[config.mk]
export PLATFORM = sky130hd
export DESIGN_NAME = sram_stream_fifo_ctrl
export DESIGN_NICKNAME = d
export VERILOG_FILES = /design/src/rtl/sram_ctrl_pkg.sv /design/src/rtl/sram_fifo_obuf.sv /design/src/rtl/sram_stream_fifo_ctrl.sv
export SDC_FILE = /design/constraint.sdc
export NUM_CORES = 1
export LEC_CHECK = 0
export CAP_MARGIN = 40
export CORE_ASPECT_RATIO = 1.75
export CORE_MARGIN = 3
export CORE_UTILIZATION = 40
export CTS_CLUSTER_SIZE = 40
export DETAILED_ROUTE_END_ITERATION = 12
export PLACE_DENSITY = 0.68
export SYNTH_ARGS = -nofsm -noshare
export SYNTH_HDL_FRONTEND = slang
export SYNTH_SLANG_ARGS = --single-unit
[constraint.sdc]
create_clock -name clk -period 13.76 [get_ports clk]
set_input_delay 4.128 -clock clk [delete_from_list [all_inputs] [get_ports clk]]
set_output_delay 4.128 -clock clk [all_outputs]
set_load 0.02 [all_outputs]
[src/rtl/sram_ctrl_pkg.sv]
// Shared defaults and helpers for the SRAM-backed stream FIFO controller.
package sram_ctrl_pkg;

  localparam int unsigned DefBits      = 16;
  localparam int unsigned DefAddrWidth = 14;
  localparam int unsigned DefDepth     = 16384;

  // Next pointer with wrap at depth-1; depth need not be a power of two.
  function automatic int unsigned ptr_wrap(input int unsigned ptr, input int unsigned depth);
    return (ptr == depth - 1) ? 0 : ptr + 1;
  endfunction

endpackage

[src/rtl/sram_fifo_obuf.sv]
// Two-entry output queue holding RAM read returns in order.
module sram_fifo_obuf #(
  parameter int unsigned BITS = 16
) (
  input  logic            clk,
  input  logic            rst,
  input  logic            clear,
  input  logic            push,
  input  logic [BITS-1:0] push_data,
  input  logic            pop,
  output logic [1:0]      count,
  output logic [BITS-1:0] head
);

  logic [BITS-1:0] mem_q [2];
  logic            wr_idx_q;
  logic            rd_idx_q;
  logic [1:0]      count_q;
  logic [1:0]      count_d;

  always_comb begin
    count_d = count_q + {1'b0, push} - {1'b0, pop};
  end

  always_ff @(posedge clk) begin
    if (rst || clear) begin
      mem_q[0] <= '0;
      mem_q[1] <= '0;
      wr_idx_q <= 1'b0;
      rd_idx_q <= 1'b0;
      count_q  <= 2'd0;
    end else begin
      if (push) begin
        mem_q[wr_idx_q] <= push_data;
        wr_idx_q        <= ~wr_idx_q;
      end
      if (pop) begin
        rd_idx_q <= ~rd_idx_q;
      end
      count_q <= count_d;
    end
  end

  assign count = count_q;
  assign head  = mem_q[rd_idx_q];

endmodule

[src/rtl/sram_stream_fifo_ctrl.sv]
// Streaming FIFO over a 1RW+1RW RAM: writes via rw0, reads via rw1, and hides the
// one-cycle read latency behind a two-entry output queue.
module sram_stream_fifo_ctrl
  import sram_ctrl_pkg::*;
#(
  parameter int unsigned BITS       = DefBits,
  parameter int unsigned ADDR_WIDTH = DefAddrWidth,
  parameter int unsigned DEPTH      = DefDepth
) (
  input  logic                  clk,
  input  logic                  rst,
  input  logic                  flush,
  input  logic                  in_valid,
  output logic                  in_ready,
  input  logic [BITS-1:0]       in_data,
  output logic                  out_valid,
  input  logic                  out_ready,
  output logic [BITS-1:0]       out_data,
  output logic [ADDR_WIDTH+1:0] level,
  output logic                  ram_rw0_ce,
  output logic                  ram_rw0_we,
  output logic [ADDR_WIDTH-1:0] ram_rw0_addr,
  output logic [BITS-1:0]       ram_rw0_wd,
  output logic                  ram_rw1_ce,
  output logic                  ram_rw1_we,
  output logic [ADDR_WIDTH-1:0] ram_rw1_addr,
  output logic [BITS-1:0]       ram_rw1_wd,
  input  logic [BITS-1:0]       ram_rw1_rd
);

  localparam int unsigned CntW = ADDR_WIDTH + 1;
  localparam int unsigned LvlW = ADDR_WIDTH + 2;

  logic [ADDR_WIDTH-1:0] wr_ptr_q, wr_ptr_d;
  logic [ADDR_WIDTH-1:0] rd_ptr_q, rd_ptr_d;
  logic [CntW-1:0]       mem_cnt_q, mem_cnt_d;
  logic                  inflight_q;
  logic [1:0]            ob_cnt;
  logic [2:0]            occ;
  logic                  clr;
  logic                  push;
  logic                  pop;
  logic                  rd;

  assign clr       = rst || flush;
  assign in_ready  = !clr && (mem_cnt_q != CntW'(DEPTH));
  assign push      = in_valid && in_ready;
  assign out_valid = (ob_cnt != 2'd0);
  assign pop       = out_valid && out_ready;

  // Issue a read only if its return is guaranteed a free obuf slot.
  always_comb begin
    occ = {1'b0, ob_cnt} + {2'b0, inflight_q};
    rd  = !clr && (mem_cnt_q != '0) && (occ <= 3'd1 + {2'b0, pop});
  end

  always_comb begin
    wr_ptr_d  = push ? ADDR_WIDTH'(ptr_wrap(32'(wr_ptr_q), DEPTH)) : wr_ptr_q;
    rd_ptr_d  = rd   ? ADDR_WIDTH'(ptr_wrap(32'(rd_ptr_q), DEPTH)) : rd_ptr_q;
    mem_cnt_d = mem_cnt_q + CntW'(push) - CntW'(rd);
  end

  always_ff @(posedge clk) begin
    if (clr) begin
      wr_ptr_q   <= '0;
      rd_ptr_q   <= '0;
      mem_cnt_q  <= '0;
      inflight_q <= 1'b0;
    end else begin
      wr_ptr_q   <= wr_ptr_d;
      rd_ptr_q   <= rd_ptr_d;
      mem_cnt_q  <= mem_cnt_d;
      inflight_q <= rd;
    end
  end

  // ram_rw1_rd is only sampled in the cycle after a read strobe.
  sram_fifo_obuf #(
    .BITS (BITS)
  ) u_obuf (
    .clk       (clk),
    .rst       (rst),
    .clear     (flush),
    .push      (inflight_q),
    .push_data (ram_rw1_rd),
    .pop       (pop),
    .count     (ob_cnt),
    .head      (out_data)
  );

  assign level = LvlW'(mem_cnt_q) + LvlW'(inflight_q) + LvlW'(ob_cnt);

  assign ram_rw0_ce   = push;
  assign ram_rw0_we   = push;
  assign ram_rw0_addr = wr_ptr_q;
  assign ram_rw0_wd   = in_data;
  assign ram_rw1_ce   = rd;
  assign ram_rw1_we   = 1'b0;
  assign ram_rw1_addr = rd_ptr_q;
  assign ram_rw1_wd   = '0;

endmodule
==> results.txt, run 1 <==
Measured against the total synthesized area, the mux share comes to under 10%. The total wire length is between 10000 and 15000 um. The row count came out at 53.

During I/O placement, the number of pins put on the boundary was roughly 140. Buffers added to address setup during post-CTS repair amount to 0. Clock-pin slew was measured on the worst setup and hold paths at about 60 ps.

The kind of path behind the tightest hold check is reg2reg. The pin count of the biggest net entering global routing is 19. The number of synthesized register bits is 81. The final-report setup violation count is 0. Timing would allow up to ~90 MHz. The last weighted congestion value of the routability-driven placer is between 0.8 and 0.9. The final HPWL from detailed placement came out at ~9400 um. The worst setup path is launched from an input port. For the pin with the worst max-slew slack, the measured transition is a little over 800 ps. The detailed router finished its first iteration with ~160 violations. The overall routing resource usage came out at 17.44%. The most common flop cell mapped by yosys is sky130_fd_sc_hd__dfxtp_1.

The overall die area came out at about 14000 um^2. After synthesis, the mean cell area works out to between 9 and 10 um^2. The chip height is approximately 150 um. The number of design rule violations left after detail routing is 0. The main combinational cell family by area after synthesis is simple AND/OR/NAND/NOR gates. The area fraction in and, or, nand and nor cells after synthesis is 20.57%. The hold violation total from the final report is 0. The number of buffer cells added on primary ports came out at between 80 and 90. The number of synthesized flops with an enable pin came out at 32. CTS built an H-tree with a depth of 3. The tightest slew margin relative to the limit came out at between 40% and 50%. The final total negative setup slack came out at 0 ps. The insertion delay of the later-clocked pin in the worst-skew pair came out at 330 ps. The critical path is of the in2out type. Data on the critical path is required at its endpoint by a little under 10000 ps. The critical-path maximum fanout is 8. The clock network is responsible for between 20% and 30% of the overall power. The worst hold slack is slightly below 500 ps. Clock tree synthesis selected as its root buffer the cell sky130_fd_sc_hd__clkbuf_16. The post-cts sizing count is 0. The switching share of power came out at 36.40%. The switching power total is 0.3349 mW. The number of nets still failing antenna checks after routing is 0.

The worst-case clock skew is about 7.4 ps. In this run the cell area of the synthesized design comes to 4989 um^2. VDD sags by at most approximately 100 uV.

The leakage power is approximately 2.4 nW. The quantity of hold-fixing buffers added after cts is 0. For this configuration, the core starts out at a cell density of about two fifths.

The count of TritonRoute iterations in the first routing pass came out at 4. The number of violations of the max-capacitance limit is 0. The post-layout net count came out at approximately 660. The max-slew violation total from the final report came out at 0. Sequential cells account for between 30% and 40% of the total power. After Yosys synthesis, full adders, half adders and majority gates account for roughly 11% of the synthesized area. The synthesized-area fraction occupied by xor and xnor cells came out at approximately 7.4%. The proportion of synthesized chip area in sequential cells is roughly two fifths. The maximum number of buffers from clock root to sink came out at 2. The repair_antennas step left the layout with diodes totalling 0.

Setup repair after global routing left no endpoint under its margin. Internal power comes to between 0.5 and 0.6 mW. The fraction of the mapped netlist area in compound gates is about 8.6%. The sort of element at the end of the critical path is a primary output.

After floorplanning, the core was sized to cover ~12000 um^2. Using the TritonRoute via totals, the vias-per-cell ratio works out to roughly 5.1. In this run the power density over the cells is ~150 nW/um^2. The vias after detailed routing is roughly 3800.

The share of flip-flops with an asynchronous set or reset after synthesis is 0%. The number of different library cells in the post-synthesis netlist is between 60 and 70. Compared with the post-synthesis result, the final layout area differs by 22.82%. The count of mapped cells out of synthesis came out at 514. The clock period minus worst slack came out at around 11000 ps. The run finished with clean final reports. The number of antenna violations at the first check in global routing came out at 0.

The Yosys step of the flow raised 0 warnings. The number of global-route vias before repair came out at approximately 4000. Summed over all layers, the global routing overflow is 0.

The first global-routing pass estimated 19620 um of wire. The total CTS buffers is 9. Of the cells placed in the final design, the portion with a size suffix greater than 1 is 8.163%.

The number of sinks driven by the clock tree came out at slightly above 80. TritonCTS built the clock tree. The final routed wire length divided by cell count came out at about 16 um. The power share of the combinational group came out at a little over two fifths. The fraction of the cycle the final worst path needs is 81.52%. At the worst endpoint, the arrival time is 7090 ps.

In this run the horizontal extent of the chip is between 90 and 100 um.
[cell families after synthesis]
group / count (synthesis)
simple gates: 189
flops: 81
buf+inv: 79
compound gates: 58
fa+ha+maj: 43
xor+xnor: 42
mux: 21
other cells: 1
[synth_stat cells (2+ instances only)]
| cell | count | area [um^2] |
|---|---|---|
| sky130_fd_sc_hd__a221oi_1 | 2 | 17.52 |
| sky130_fd_sc_hd__o41ai_1 | 3 | 26.28 |
| sky130_fd_sc_hd__and2_1 | 40 | 250.2 |
| sky130_fd_sc_hd__nand3_1 | 12 | 60.06 |
| sky130_fd_sc_hd__nand3b_1 | 2 | 15.01 |
| sky130_fd_sc_hd__nor3b_1 | 3 | 22.52 |
| sky130_fd_sc_hd__o211ai_1 | 7 | 52.55 |
| sky130_fd_sc_hd__nand2b_1 | 2 | 12.51 |
| sky130_fd_sc_hd__a31oi_1 | 4 | 25.02 |
| sky130_fd_sc_hd__a311oi_1 | 2 | 17.52 |
| sky130_fd_sc_hd__or3b_2 | 2 | 17.52 |
| sky130_fd_sc_hd__and3_1 | 6 | 37.54 |
| sky130_fd_sc_hd__a211o_1 | 2 | 17.52 |
| sky130_fd_sc_hd__or3_1 | 8 | 50.05 |
| sky130_fd_sc_hd__ha_1 | 39 | 488.0 |
| sky130_fd_sc_hd__xor2_1 | 13 | 113.9 |
| sky130_fd_sc_hd__mux2i_1 | 5 | 50.05 |
| sky130_fd_sc_hd__inv_1 | 32 | 120.1 |
| sky130_fd_sc_hd__nor4_1 | 5 | 31.28 |
| sky130_fd_sc_hd__buf_4 | 34 | 255.2 |
| sky130_fd_sc_hd__o21ai_2 | 2 | 17.52 |
| sky130_fd_sc_hd__xnor2_1 | 29 | 254.0 |
| sky130_fd_sc_hd__nand4_1 | 12 | 75.07 |
| sky130_fd_sc_hd__o21ai_0 | 11 | 55.05 |
| sky130_fd_sc_hd__nor2b_1 | 4 | 25.02 |
| sky130_fd_sc_hd__and4_1 | 3 | 26.28 |
| sky130_fd_sc_hd__clkbuf_1 | 12 | 45.04 |
| sky130_fd_sc_hd__o2111ai_1 | 2 | 17.52 |
| sky130_fd_sc_hd__mux2_2 | 16 | 180.2 |
| sky130_fd_sc_hd__nand2_1 | 32 | 120.1 |
| sky130_fd_sc_hd__fa_1 | 4 | 80.08 |
| sky130_fd_sc_hd__dfxtp_1 | 49 | 980.9 |
| sky130_fd_sc_hd__nor2_1 | 41 | 153.9 |
| sky130_fd_sc_hd__edfxtp_1 | 32 | 960.9 |
| sky130_fd_sc_hd__o21bai_1 | 2 | 15.01 |
| sky130_fd_sc_hd__nor3_1 | 7 | 35.03 |
| sky130_fd_sc_hd__a21oi_1 | 9 | 45.04 |
[layer usage]
layer / wire length, um / GRT usage (%) / part of all wire [%] / up-vias
li1: - / - / - / 1866
met1: 4234 / 17.30 / 36 / 1837
met2: 6881 / 35.20 / 58 / 104
met3: 540 / 3.084 / 4.5 / 13
met4: 233 / 6.355 / 2.0 / 0
met5: 0 / 0 / 0 / -
[registers in the layout, indices dropped and copies added (netlist names), named ones only]
| signal | count |
|---|---|
| inflight_q | 1 |
| mem_cnt_q | 15 |
| ram_rw0_addr | 14 |
| ram_rw1_addr | 14 |
| u_obuf.count | 2 |
| u_obuf.mem_q | 32 |
| u_obuf.rd_idx_q | 1 |
| u_obuf.wr_idx_q | 1 |
[power by group through the flow]
| stage | Clock, mW | Combinational (mW) | Sequential, mW |
|---|---|---|---|
| floorplan | 0 | 0.287 | 0.296 |
| global placement | 0 | 0.379 | 0.302 |
| detailed placement | 0 | 0.386 | 0.303 |
| CTS | 0.240 | 0.389 | 0.297 |
| global route | 0.251 | 0.429 | 0.301 |
| finish | 0.234 | 0.389 | 0.297 |
[critical path, cell delays in order]
cell and delay [ps]:
sky130_fd_sc_hd__clkdlybuf4s50_1 550, sky130_fd_sc_hd__o21a_2 250, sky130_fd_sc_hd__fa_1 460, sky130_fd_sc_hd__o21bai_1 250
sky130_fd_sc_hd__o21ai_1 270, sky130_fd_sc_hd__nor3_2 470, sky130_fd_sc_hd__clkdlybuf4s50_1 710
[metrics by stage]
stage	setup WS (ps)	area, um^2	total power, mW	utilization, %	std cells
after floorplan	3849	5049	0.5829	-	530
after global placement	2718	5832	0.6806	48.06	737
after detailed placement	2570	5832	0.6890	48.06	737
after CTS	2559	6127	0.9260	50.49	753
after global routing	2440	6127	0.9806	50.49	753
final	2543	6127	0.9200	50.49	753
[worst paths after layout]
kind | from | end | slack [ps] | cells after the start
max | out_ready | ram_rw1_ce | 2540 | 7
min | ram_rw1_addr[1]$_SDFFE_PP0P_ | ram_rw1_addr[1]$_SDFFE_PP0P_ | 500 | 2
min reg2reg | ram_rw1_addr[1]$_SDFFE_PP0P_ | ram_rw1_addr[1]$_SDFFE_PP0P_ | 500 | 2
max reg2reg | inflight_q$_SDFF_PP0_ | mem_cnt_q[10]$_SDFF_PP0_ | 9310 | 15
[layout by cell type, fill, tap and decap left out, drive strengths merged, types with 17 or more instances in the layout]
master / Yosys / routed
nor2: 41 / 41
conb: 1 / 17
and2: 40 / 40
nand2: 33 / 33
inv: 32 / 33
ha: 39 / 39
xnor2: 29 / 29
dfxtp: 49 / 49
clkdlybuf4s50: 0 / 85
edfxtp: 32 / 32
[area by class of cell]
| class | count | area [um^2] |
|---|---|---|
| clock buffer | 10 | 229.0 |
| clock inverter | 6 | 66.31 |
| fill | 1174 | 6008 |
| inverter | 32 | 120.1 |
| multi-input combinational | 370 | 2683 |
| sequential | 81 | 1942 |
| tap | 165 | 206.4 |
| timing repair buffer | 89 | 880.8 |
Note: power is estimated with default switching activity, not from simulation.
==> run 2, diff against run 1 <==
==> constraint.sdc (replaced) <==
create_clock -name clk -period 10.5 [get_ports clk]
set_input_delay 3.15 -clock clk [delete_from_list [all_inputs] [get_ports clk]]
set_output_delay 3.15 -clock clk [all_outputs]
set_load 0.02 [all_outputs]
==> run 2 against run 1 <==
  * Final cell count unchanged
  * Clock power up 34%
  * Worst setup slack worse by 1300 ps
  * Critical path type unchanged
==> results.txt, run 2 (synthesis gave the netlist of run 1 again) <==
The top cell family by delay on the critical path is buffers and inverters. The die width is 90.42 um (unchanged). The total CTS buffers is 9 (unchanged). The switching share of power is 36.61% (+0.22 points). The critical path in this run is classified as in2out. The tightest slew margin relative to the limit came out at 44.87% (-1.5 points).

The violation count after the first detailed-routing iteration was 195 (+24%). The cell that appears most often on the critical path is sky130_fd_sc_hd__clkdlybuf4s50_1. The detailed-route vias per instance is 5.104 (+0.60%). The total area of sequential cells is 1942 um^2 (unchanged). The max-slew violation total from the final report is 0 (unchanged).

Setup repair after global routing left no endpoint under its margin. The area of the multi-input gates came out at 2683 um^2 (unchanged). The startpoint class of the critical path is an input port. The maximum operating frequency is ~110 MHz.

The worst-case clock skew was 8.130 ps (+0.7179 ps). The number of buffers added for setup after CTS was 0 (unchanged). The fraction of the cycle the final worst path needs came out at about nine tenths. The number of violations of the max-capacitance limit came out at 0 (unchanged). The pre-CTS worst setup slack came out at 1268 ps (-1303 ps). The vias after detailed routing is 3843 (+0.60%). The starting utilization of the core area is 41.11% (unchanged).

The final routed wire length divided by cell count came out at 16.06 um (+1.7%). The count of TritonRoute iterations in the first routing pass is 4 (unchanged). The run finished with clean final reports. The number of filler instances in the final layout is 1116 (-4.9%).

The maximum number of buffers from clock root to sink is 2 (unchanged). The post-cts sizing count is 0 (unchanged). The pin count of the biggest net entering global routing is 20 (+1). The switching power total was 0.4459 mW (+33%).

The worst hold slack came out at 499.2 ps (+1.812 ps). The quantity of hold-fixing buffers added after cts is 0 (unchanged). The sort of element at the end of the critical path is a primary output. The share of total power in the clock network came out at 25.7% (+0.3 points). The diode insertion count for antenna repair came to 0 (unchanged). Traced cell by cell, the critical path runs through clkdlybuf4s50_1 -> o21a_2 -> fa_1 -> o21bai_1 -> o21ai_1 -> nor3_2 -> clkdlybuf4s50_1.

The first-pass GRT wire length came to 19460 um (-0.77%). The worst path required time is 7350 ps (-2280 ps). The largest registers in the layout are u_obuf.mem_q (32), mem_cnt_q (15). The total overflow reported by the global router is 0 (unchanged). The library cell used most frequently in the layout, excluding fill and tap cells, is sky130_fd_sc_hd__clkdlybuf4s50_1. In this run the worst hold path is classified as reg2reg. The last weighted congestion value of the routability-driven placer is 0.9378 (+7.6%).

The overall routing resource usage was 17.42% (-0.026 points). The worst path setup slack after routing is 1229 ps (-1314 ps). The biggest cell delay along the critical path came out at 710 ps (about the same). The critical path arrival is 6120 ps (-970 ps). The power per cell area came out at 198.7 nW/um^2 (+32%). The clock transition time at the flip-flop clock pins of the worst setup and hold paths came out at 60 ps (about the same). The post-layout instance count excluding filler cells is 753 (unchanged). The number of levels the H-tree was split into is 3 (unchanged).

The leakage power came out at 2.388 nW (+0.27%). The overall die area came out at 13900 um^2 (unchanged). The insertion delay of the later-clocked pin in the worst-skew pair is 340 ps (about the same). The placeable core region is 12140 um^2 (unchanged). The hold violation total from the final report came out at 0 (unchanged).

The critical-path maximum fanout was 8 (unchanged). The layout cell share with drive strength beyond 1 came out at 8.163% (unchanged). The total wire length is 12090 um (+1.7%). The number of flip-flops in the largest register came out at 32 (unchanged). The number of buffers and inverters on the critical path was 2 (unchanged). The library cells used most frequently in the layout, excluding fill and tap cells, are sky130_fd_sc_hd__clkdlybuf4s50_1, sky130_fd_sc_hd__dfxtp_1, sky130_fd_sc_hd__nor2_1, sky130_fd_sc_hd__and2_1, sky130_fd_sc_hd__ha_1. The number of nets still failing antenna checks after routing is 0 (unchanged).

The slowest stage of the critical path is the sky130_fd_sc_hd__clkdlybuf4s50_1 cell. The number of design rule violations left after detail routing came to 0 (unchanged). The design internal power came to 0.7720 mW (+32%). The chip height came out at 153.7 um (unchanged). The final HPWL from detailed placement is 9341 um (-0.48%).

The register with the most flip-flops in the final layout is u_obuf.mem_q. The number of sinks driven by the clock tree came out at 81 (unchanged). TritonCTS built the clock tree. The placed instance count came out at 737 (unchanged). The peak supply drop came out at 125.9 uV (+29%). The number of ports placed on the die boundary is 135 (unchanged). The measured slew at the worst slew-check pin came to 826.9 ps (+22.58 ps). The post-layout net count came out at 663 (unchanged). The relative area change from synthesis to final layout is 22.87% (about the same). The row count came out at 53 (unchanged). The number of buffer cells added on primary ports is 85 (unchanged). The end-of-flow core utilization came out at 50.51% (about the same).

The number of antenna violations at the first check in global routing came to 0 (unchanged). The final-report setup violation count came out at 0 (unchanged). The relative contribution of sequential cells to total power came out at 32.1% (-0.2 points). The root buffer cell chosen for the clock tree is sky130_fd_sc_hd__clkbuf_16. The final total negative setup slack is 0 ps (unchanged). The clock period minus worst slack came out at just over 9000 ps. The number of global-route vias before repair is 3957 (+0.13%). The power share of the combinational group came out at 42.2% (about the same).
==> run 2: worst paths after layout <==
check | start | end | slack (ps) | cells past startpoint
min reg2reg | ram_rw1_addr[1]$_SDFFE_PP0P_ | ram_rw1_addr[1]$_SDFFE_PP0P_ | 500 | 2
min | ram_rw1_addr[1]$_SDFFE_PP0P_ | ram_rw1_addr[1]$_SDFFE_PP0P_ | 500 | 2
max reg2reg | inflight_q$_SDFF_PP0_ | mem_cnt_q[10]$_SDFF_PP0_ | 6110 | 15
max | out_ready | ram_rw1_ce | 1230 | 7
==> run 2: final cells by class <==
type / count / share of cell area [%]
clock inverters: 5 / 0.8981
clock buffers: 11 / 3.960
flip-flops and latches: 81 / 31.68
inverters: 32 / 1.960
repair buffers: 89 / 14.37
well taps: 165 / 3.368
multi-input cells: 370 / 43.76
==> run 2: metal layers <==
| metal | vias up | GRT usage, % | share of wire [%] |
|---|---|---|---|
| li1 | 1860 | - | - |
| met1 | 1851 | 16.23 | 36 |
| met2 | 108 | 34.31 | 56 |
| met3 | 24 | 3.965 | 4.2 |
| met4 | 0 | 9.204 | 3.5 |
| met5 | - | 0 | 0 |
==> run 2: stage by stage <==
stage	total power [mW]	cell area [um^2]
finish	1.218	6130
global route	1.288	6130
CTS	1.222	6130
detailed placement	0.9046	5832
global placement	0.8929	5832
floorplan	0.7639	5049
==> run 2: tightest hold or removal path: stages (launching register included) <==
cell                      delay, ps
sky130_fd_sc_hd__dfxtp_1        330
sky130_fd_sc_hd__nand2_1         60
sky130_fd_sc_hd__o21ai_0         60
==> run 2: power by group through the flow <==
stage	logic [mW]	clock network (mW)	registers, mW
after floorplan	0.376	0	0.388
after global placement	0.495	0	0.398
after detailed placement	0.506	0	0.399
after CTS	0.510	0.319	0.392
after global routing	0.558	0.334	0.396
final	0.514	0.313	0.391
